===== config.mk =====
export PLATFORM = sky130hd
export DESIGN_NAME = exc_commit
export DESIGN_NICKNAME = d
export VERILOG_FILES = /design/src/rtl/exc_commit.sv
export SDC_FILE = /design/constraint.sdc
export NUM_CORES = 1
export LEC_CHECK = 0
export ABC_AREA = 1
export CORE_MARGIN = 2
export CORE_UTILIZATION = 46
export DETAILED_ROUTE_END_ITERATION = 8
export GPL_ROUTABILITY_DRIVEN = 0
export PLACE_DENSITY = 0.85
export SLEW_MARGIN = 20
export SYNTH_ARGS = -nofsm -noshare
export SYNTH_HDL_FRONTEND = slang
export SYNTH_SLANG_ARGS = --single-unit

===== constraint.sdc =====
create_clock -name clk -period 4.1 [get_ports clk]
set_clock_uncertainty 0.05 [all_clocks]
set_input_delay 0.41 -clock clk [delete_from_list [all_inputs] [get_ports clk]]
set_output_delay 0.41 -clock clk [all_outputs]
set_load 0.02 [all_outputs]

===== src/rtl/exc_commit.sv =====
// rtl/exc_commit.sv - MEM-stage exception/interrupt commit point feeding cp0 and the fetch redirect.
// Optional exception counter built when EXC_CNT_EN is defined.
module exc_commit #(
  parameter logic [31:0] VEC_BEV1 = 32'hBFC00380,
  parameter logic [31:0] VEC_BEV0 = 32'h80000180,
  parameter int          CNT_W    = 32
) (
  input  logic             clk,
  input  logic             resetn,
  input  logic             m_valid,
  input  logic             m_stall,
  input  logic [31:0]      m_pc,
  input  logic             m_bd,
  input  logic             m_adel_if,
  input  logic             m_ri,
  input  logic             m_ov,
  input  logic             m_sys,
  input  logic             m_bp,
  input  logic             m_adel_d,
  input  logic             m_ades_d,
  input  logic [31:0]      m_daddr,
  input  logic             m_eret,
  input  logic             int_req,
  input  logic             status_bev,
  input  logic [31:0]      cp0_epc,
  output logic             flush,
  output logic             exc_valid,
  output logic [4:0]       exc_excode,
  output logic             exc_bd,
  output logic [31:0]      exc_epc,
  output logic [31:0]      exc_badvaddr,
  output logic             exc_eret,
  output logic             redir_valid,
  output logic [31:0]      redir_pc,
  input  logic             redir_ready,
  output logic [CNT_W-1:0] exc_cnt
);

  typedef enum logic {IDLE, REDIR} state_t;

  state_t      state;
  logic        any_event;
  logic        take;
  logic [4:0]  sel_code;
  logic [31:0] sel_badvaddr;
  logic        sel_eret;
  logic [31:0] redir_pc_q;

  assign any_event = int_req | m_adel_if | m_ri | m_ov | m_sys | m_bp |
                     m_adel_d | m_ades_d | m_eret;
  assign take  = resetn & (state == IDLE) & m_valid & ~m_stall & any_event;
  assign flush = take;

  // Fixed priority: interrupt first, then fetch-side faults, then data-side faults, eret last.
  always_comb begin
    sel_code     = 5'h00;
    sel_badvaddr = 32'h0;
    sel_eret     = 1'b0;
    if (int_req) begin
      sel_code = 5'h00;
    end else if (m_adel_if) begin
      sel_code     = 5'h04;
      sel_badvaddr = m_pc;
    end else if (m_ri) begin
      sel_code = 5'h0a;
    end else if (m_ov) begin
      sel_code = 5'h0c;
    end else if (m_sys) begin
      sel_code = 5'h08;
    end else if (m_bp) begin
      sel_code = 5'h09;
    end else if (m_adel_d) begin
      sel_code     = 5'h04;
      sel_badvaddr = m_daddr;
    end else if (m_ades_d) begin
      sel_code     = 5'h05;
      sel_badvaddr = m_daddr;
    end else begin
      sel_eret = m_eret;
    end
  end

  always_ff @(posedge clk) begin
    if (!resetn) begin
      state        <= IDLE;
      exc_valid    <= 1'b0;
      exc_excode   <= 5'h00;
      exc_bd       <= 1'b0;
      exc_epc      <= 32'h0;
      exc_badvaddr <= 32'h0;
      exc_eret     <= 1'b0;
      redir_valid  <= 1'b0;
      redir_pc_q   <= 32'h0;
    end else begin
      exc_valid <= 1'b0;
      exc_eret  <= 1'b0;
      case (state)
        IDLE: begin
          if (take) begin
            state        <= REDIR;
            exc_valid    <= 1'b1;
            exc_excode   <= sel_code;
            exc_bd       <= m_bd;
            exc_epc      <= m_bd ? (m_pc - 32'd4) : m_pc;
            exc_badvaddr <= sel_badvaddr;
            exc_eret     <= sel_eret;
            redir_valid  <= 1'b1;
            redir_pc_q   <= status_bev ? VEC_BEV1 : VEC_BEV0;
          end
        end
        REDIR: begin
          // eret target is latched from EPC during the pulse cycle so it stays stable afterwards.
          if (exc_eret) begin
            redir_pc_q <= cp0_epc;
          end
          if (redir_ready) begin
            state       <= IDLE;
            redir_valid <= 1'b0;
          end
        end
        default: state <= IDLE;
      endcase
    end
  end

  assign redir_pc = exc_eret ? cp0_epc : redir_pc_q;

`ifdef EXC_CNT_EN
  always_ff @(posedge clk) begin
    if (!resetn) begin
      exc_cnt <= '0;
    end else if (exc_valid && !exc_eret) begin
      exc_cnt <= exc_cnt + {{(CNT_W-1){1'b0}}, 1'b1};
    end
  end
`else
  assign exc_cnt = '0;
`endif

endmodule


==> results.ini, run 1 <==
[grt]
globalRouteTotalUtil_pct=26.5
gr-total-overflow=0
grt_first_pass_wirelength_um=28300
antenna_found_initial=0
first_global_vias=5718
pin_count_of_the_biggest_net_entering_global_routing=82

[timing]
holdWs_ns=0.416
timing_max_transition_violations_final=0
slew-limit-headroom_pct=36.0
max_clock_freq_mhz=334
unrepaired_setup_endpoints_after_global_routing=false
timing_worst_slew_pin_value_ns=0.959
final.min_clock_period_ns=3.00
finalSetupViolCount=0
setup_tns_ns=0
final.period_utilization_pct=73.1
final_number_of_hold_violating_endpoints=0
setup_ws_ns=1.10

[min_path]
hold_start=exc_badvaddr[17]
min_delay_worst_endpoint=exc_badvaddr[17]
path_type_of_the_worst_min_delay_path=flip-flop to flip-flop
hold_path_depth=2

[logic_synthesis]
synth-edff-count=0
yosysWarningCount=0
synth_top_flop_cell=sky130_fd_sc_hd__dfxtp_1
netlist_area_sq_mm=0.00580
synth_area_leaders=sky130_fd_sc_hd__dfxtp_1 36%, sky130_fd_sc_hd__nand2_1 18%, sky130_fd_sc_hd__a21oi_1 8.1%
netlist-cell-type-count=27
synth_seq_area_share_pct=36.3
synthArstFlopShare_pct=0
avg_synthesized_cell_area_sq_um=6.36
synth.top_cell.area_share_pct=36.3
synthesized_netlist_cell_count=912
synth_top_cell_by_area=sky130_fd_sc_hd__dfxtp_1
ys_ff_latch=105

[critical_path]
worst-r2r-setup-slack_ns=1.97
worst_r2r_endpoint=redir_pc_q[7]
timing.critical_path.arrival_ns=2.54
worstPathCellList=buf_4 -> inv_1 -> nand2_1 -> nand2_1 -> clkdlybuf4s50_1
crit_type=flip-flop to output port
timing.critical_path.buf_inv=3
reg2reg_depth=10
end_kind=output port
critical-path-slowest-cell=sky130_fd_sc_hd__inv_1
crit_top_cell=sky130_fd_sc_hd__nand2_1
cpLargestDelayFamily=buffers and inverters
worst-endpoint-required_ns=3.64
cp-start-kind=flip-flop
critical_path.max_fanout=34
critical_path.reg2reg.startpoint=state
critical_path.max_stage_delay_ns=0.74

[clock_network]
cts.reportedPaths.clkPinSlew_ns=0.07
maximum_clock_insertion_buffer_count=2
cts_inserted_buffers=9
tritoncts=yes
cts.repair.resized=0
cts.htree.levels=3
post-cts-setup-buffers=0
cts.root.buffer_cell=sky130_fd_sc_hd__clkbuf_16
holdBufCountCts=0
clk_latency_ns=0.35
clock_sink_count=105

[routing]
dr_total_vias=6485
drt_wl_total_um=18500
drt-pass1-iter-count=5
post_drt_via_cell_ratio=5.09
drc_errors=0
final_antenna_net_count=0
routed_wire_length_per_instance_um=14.6
detail_route.iter0.violations=569

[power_and_ir_drop]
combinational_power_share_pct=17.7
static-leakage-power_nw=3.35
clockPowerShare_pct=38.5
p_sw_share_pct=26.4
post-layout-total-power_mw=2.43
seqPwrFrac_pct=43.8
p_per_area_mw_per_mm2=296
peakVddDrop_v=0.000216
internal-power_mw=1.79
sw_pwr_uw=642

[place]
dp.final_hpwl_um=13300
dp_slack_ns=1.14
numPortBuffers=216
placed_cell_area_sq_mm=0.00788

[finish]
antenna_cells=0
final_nets=1210
cell_area_after_layout_sq_mm=0.00820
drive_gt1_share_pct=3.45
layout.filler_cells=1094
layout.area.seq_sq_mm=0.00210
multi_input_comb_area_sq_mm=0.00313
area_growth_pct=41.5

[job]
max_cap_violations=0

[floorplanning]
core_sq_mm=0.0125
die_footprint_sq_mm=0.0135
initial_utilization_pct=46.5
die_x_um=116
top_level_ports=250
die_h_um=116
num_rows=41

[outcome]
status=finished clean

[worst reg2reg max path: stages (launching register included)]
cell	delay (ns)
sky130_fd_sc_hd__dfxtp_1	0.35
sky130_fd_sc_hd__inv_2	0.05
sky130_fd_sc_hd__nand2_1	0.06
sky130_fd_sc_hd__inv_2	0.04
sky130_fd_sc_hd__nand2_1	0.06
sky130_fd_sc_hd__nor2_2	0.06
sky130_fd_sc_hd__nand2_4	0.16
sky130_fd_sc_hd__buf_4	0.68
sky130_fd_sc_hd__nand2_1	0.28
sky130_fd_sc_hd__o21bai_1	0.20
sky130_fd_sc_hd__inv_1	0.05
[layout make-up]
cell class / count / area share [%]
multi-input combinational: 702 / 38.1
tap: 172 / 2.62
clock inverter: 5 / 0.976
timing repair buffer: 227 / 27.4
sequential: 105 / 25.6
inverter: 52 / 2.38
clock buffer: 10 / 2.91
[layer usage]
layer	routed length (um)	global-route usage [%]
met5	0	0
met4	406	8.17
met3	1720	5.86
met2	8670	45.0
met1	7740	33.8
[Yosys cell counts, types with 3 or more instances]
master	n
sky130_fd_sc_hd__buf_2	11
sky130_fd_sc_hd__inv_2	3
sky130_fd_sc_hd__nand3_1	81
sky130_fd_sc_hd__nand4_1	12
sky130_fd_sc_hd__inv_1	49
sky130_fd_sc_hd__o21ai_0	47
sky130_fd_sc_hd__clkbuf_1	26
sky130_fd_sc_hd__dfxtp_1	105
sky130_fd_sc_hd__buf_6	3
sky130_fd_sc_hd__xor2_1	8
sky130_fd_sc_hd__buf_4	41
sky130_fd_sc_hd__nor2_2	3
sky130_fd_sc_hd__nand2_1	283
sky130_fd_sc_hd__o21bai_1	18
sky130_fd_sc_hd__nor3_1	5
sky130_fd_sc_hd__buf_1	3
sky130_fd_sc_hd__a21oi_1	94
sky130_fd_sc_hd__nor2_1	111
[cell usage in the layout, fill, tap and decap left out, types with 8 or more instances in the layout]
cell type	count
sky130_fd_sc_hd__nand2_1	282
sky130_fd_sc_hd__clkdlybuf4s50_1	216
sky130_fd_sc_hd__nor2_1	110
sky130_fd_sc_hd__dfxtp_1	105
sky130_fd_sc_hd__a21oi_1	94
sky130_fd_sc_hd__nand3_1	81
sky130_fd_sc_hd__inv_1	48
sky130_fd_sc_hd__o21ai_0	47
sky130_fd_sc_hd__conb_1	33
sky130_fd_sc_hd__o21bai_1	18
sky130_fd_sc_hd__nand4_1	12
sky130_fd_sc_hd__buf_4	11
sky130_fd_sc_hd__clkbuf_16	9
sky130_fd_sc_hd__xor2_1	8
[how the worst max path moves through the flow]
stage	depth (start not counted)	slack, ns	from	endpoint
2_1_floorplan	8	2.40	m_sys	flush
3_3_place_gp	8	1.23	int_req	redir_pc_q[9]
3_5_place_dp	8	1.14	int_req	redir_pc_q[7]
4_1_cts	5	1.09	exc_eret	redir_pc[8]
5_1_grt	5	0.92	exc_eret	redir_pc[27]
6_report	5	1.10	exc_eret	redir_pc[8]
[power by group through the flow]
stage	clock network, mW	registers [mW]	logic (mW)
2_1_floorplan	0	1.11	0.204
3_3_place_gp	0	1.09	0.420
3_5_place_dp	0	1.09	0.423
4_1_cts	0.943	1.06	0.427
5_1_grt	0.997	1.07	0.463
6_report	0.936	1.06	0.429
[stage by stage]
stage | cells | util, %
global route | 1273 | 65.8
global placement | 1258 | 63.2
floorplan | 944 | -
detailed placement | 1258 | 63.2
finish | 1273 | 65.8
CTS | 1273 | 65.8
[cells by family after synthesis]
family / synth area share (%)
DFF: 36.3
muxes: 0.173
xor gates and xnor gates: 1.21
other: 0.0647
and+or+nand+nor: 35.2
adders and majority gates: 0.216
buffers and inverters: 12.2
AOI/OAI and AO/OA: 14.7
[registers in the layout, indices dropped and copies added (netlist names)]
name and flops:
exc_badvaddr 32, exc_epc 32, redir_pc_q 32, exc_excode 4, exc_bd 1, exc_eret 1
exc_valid 1, redir_valid 1, state 1
Note: power is estimated with default switching activity, not from simulation.
==> run 2: changes to the inputs <==
--- a/config.mk
+++ b/config.mk
@@ -7,10 +7,10 @@
 export LEC_CHECK = 0
 export ABC_AREA = 1
 export CORE_MARGIN = 2
-export CORE_UTILIZATION = 46
+export CORE_UTILIZATION = 39
 export DETAILED_ROUTE_END_ITERATION = 8
 export GPL_ROUTABILITY_DRIVEN = 0
-export PLACE_DENSITY = 0.85
+export PLACE_DENSITY = 0.77
 export SLEW_MARGIN = 20
 export SYNTH_ARGS = -nofsm -noshare
 export SYNTH_HDL_FRONTEND = slang
==> constraint.sdc (replaced) <==
create_clock -name clk -period 2.7 [get_ports clk]
set_clock_uncertainty 0.05 [all_clocks]
set_input_delay 0.27 -clock clk [delete_from_list [all_inputs] [get_ports clk]]
set_output_delay 0.27 -clock clk [all_outputs]
set_load 0.02 [all_outputs]
==> results.ini, run 2 (synthesized netlist as in run 1, its figures left out) <==
[critical_path]
timing.critical_path.arrival_ns=2.00
end_kind=output port
crit_type=input port to output port
cp-start-kind=input port
critical_path.max_fanout=3
worst-endpoint-required_ns=2.38

[finish]
layout.filler_cells=1377
antenna_cells=0
most-common-layout-cells=282 x sky130_fd_sc_hd__nand2_1, 216 x sky130_fd_sc_hd__clkdlybuf4s50_1, 110 x sky130_fd_sc_hd__nor2_1, 105 x sky130_fd_sc_hd__dfxtp_1, 94 x sky130_fd_sc_hd__a21oi_1
area_growth_pct=42.9
cell_area_after_layout_sq_mm=0.00829
final_nets=1211
mostFrequentLayoutCell=sky130_fd_sc_hd__nand2_1
reg.largest.list=exc_badvaddr: 32 flops, exc_epc: 32 flops, redir_pc_q: 32 flops
drive_gt1_share_pct=3.54

[clock_network]
clk_latency_ns=0.35
tritoncts=yes
cts.reportedPaths.clkPinSlew_ns=0.07
post-cts-setup-buffers=0
maximum_clock_insertion_buffer_count=2
cts.htree.levels=3
holdBufCountCts=0
cts.repair.resized=0
cts_inserted_buffers=9
cts.root.buffer_cell=sky130_fd_sc_hd__clkbuf_16
clock_sink_count=105

[routing]
post_drt_via_cell_ratio=5.03
final_antenna_net_count=0
drc_errors=0
dr_total_vias=6479
detail_route.iter0.violations=452
routed_wire_length_per_instance_um=14.9
drt-pass1-iter-count=5
drt_wl_total_um=19200

[floorplanning]
die_footprint_sq_mm=0.0159
initial_utilization_pct=39.9
num_rows=44
core_sq_mm=0.0145
die_h_um=126
top_level_ports=250
die_x_um=126

[timing]
unrepaired_setup_endpoints_after_global_routing=false
final.period_utilization_pct=86.1
finalSetupViolCount=0
max_clock_freq_mhz=430
timing_max_transition_violations_final=0
slew-limit-headroom_pct=52.0
timing_worst_slew_pin_value_ns=0.719
final_number_of_hold_violating_endpoints=0
final.min_clock_period_ns=2.32
setup_tns_ns=0

[job]
max_cap_violations=0

[place]
placed_cell_area_sq_mm=0.00794
dp.final_hpwl_um=13300
numPortBuffers=216

[grt]
globalRouteTotalUtil_pct=23.3
gr-total-overflow=0
first_global_vias=5928
grt_first_pass_wirelength_um=30000
pin_count_of_the_biggest_net_entering_global_routing=92
antenna_found_initial=0

[min_path]
path_type_of_the_worst_min_delay_path=flip-flop to flip-flop

[power_and_ir_drop]
static-leakage-power_nw=3.38
p_per_area_mw_per_mm2=459
peakVddDrop_v=0.000249

[outcome]
status=finished clean

run 2: worst max-delay path: stages:
cell	delay, ns
sky130_fd_sc_hd__clkdlybuf4s50_1	0.52
sky130_fd_sc_hd__nor2_1	0.07
sky130_fd_sc_hd__nand2_1	0.10
sky130_fd_sc_hd__nor2_1	0.05
sky130_fd_sc_hd__nand3_1	0.12
sky130_fd_sc_hd__nand2_4	0.08
sky130_fd_sc_hd__inv_1	0.16
sky130_fd_sc_hd__clkdlybuf4s50_1	0.64
run 2: report_power, final:
part | leakage, nW | internal, mW | switching, mW | total (mW)
combinational | 2.36 | 0.295 | 0.366 | 0.661
clock | 0.166 | 0.931 | 0.599 | 1.53
sequential | 0.852 | 1.59 | 0.0238 | 1.62
run 2: layout make-up:
cell class / instances / area [sq um] / share of cell area [%]
clock buffer: 11 / 243 / 2.93
clock inverter: 5 / 103 / 1.24
inverter: 52 / 195 / 2.36
multi-input combinational: 702 / 3130 / 37.7
sequential: 105 / 2100 / 25.4
tap: 184 / 230 / 2.78
timing repair buffer: 228 / 2290 / 27.6
run 2: path summary, 6_finish.rpt:
| check | endpoint | startpoint | slack [ns] | depth (start not counted) |
|---|---|---|---|---|
| worst max-delay path | flush | m_ov | 0.38 | 8 |
| worst min-delay path | exc_badvaddr[1] | exc_badvaddr[1] | 0.41 | 2 |
| worst max register to register | exc_badvaddr[15] | state | 0.76 | 10 |
| worst min register to register | exc_badvaddr[1] | exc_badvaddr[1] | 0.41 | 2 |
run 2: through the flow:
step | hold slack [ns] | setup slack (ns) | util, % | cells | total power, mW
floorplan | 0.367 | 1.09 | - | 944 | 2.00
global placement | 0.393 | 0.376 | 54.6 | 1271 | 2.30
detailed placement | 0.406 | 0.353 | 54.6 | 1271 | 2.31
CTS | 0.418 | 0.351 | 57.0 | 1287 | 3.84
global route | 0.437 | 0.270 | 57.0 | 1287 | 3.96
finish | 0.413 | 0.376 | 57.0 | 1287 | 3.81
run 2: per-layer routing:
metal | wire length, um | part of all wire [%] | global-route usage [%]
met5 | 0 | 0 | 0
met4 | 529 | 2.8 | 9.11
met3 | 1550 | 8.1 | 5.23
met2 | 8810 | 46 | 38.1
met1 | 8290 | 43 | 29.9
==> run 3: changes to the inputs <==
--- a/config.mk
+++ b/config.mk
@@ -6,6 +6,7 @@
 export NUM_CORES = 1
 export LEC_CHECK = 0
 export ABC_AREA = 1
+export CAP_MARGIN = 10
 export CORE_MARGIN = 2
 export CORE_UTILIZATION = 39
 export DETAILED_ROUTE_END_ITERATION = 8
==> results of run 3 <==
Same layout as run 2: the final DEF is identical, and so are final timing and power.
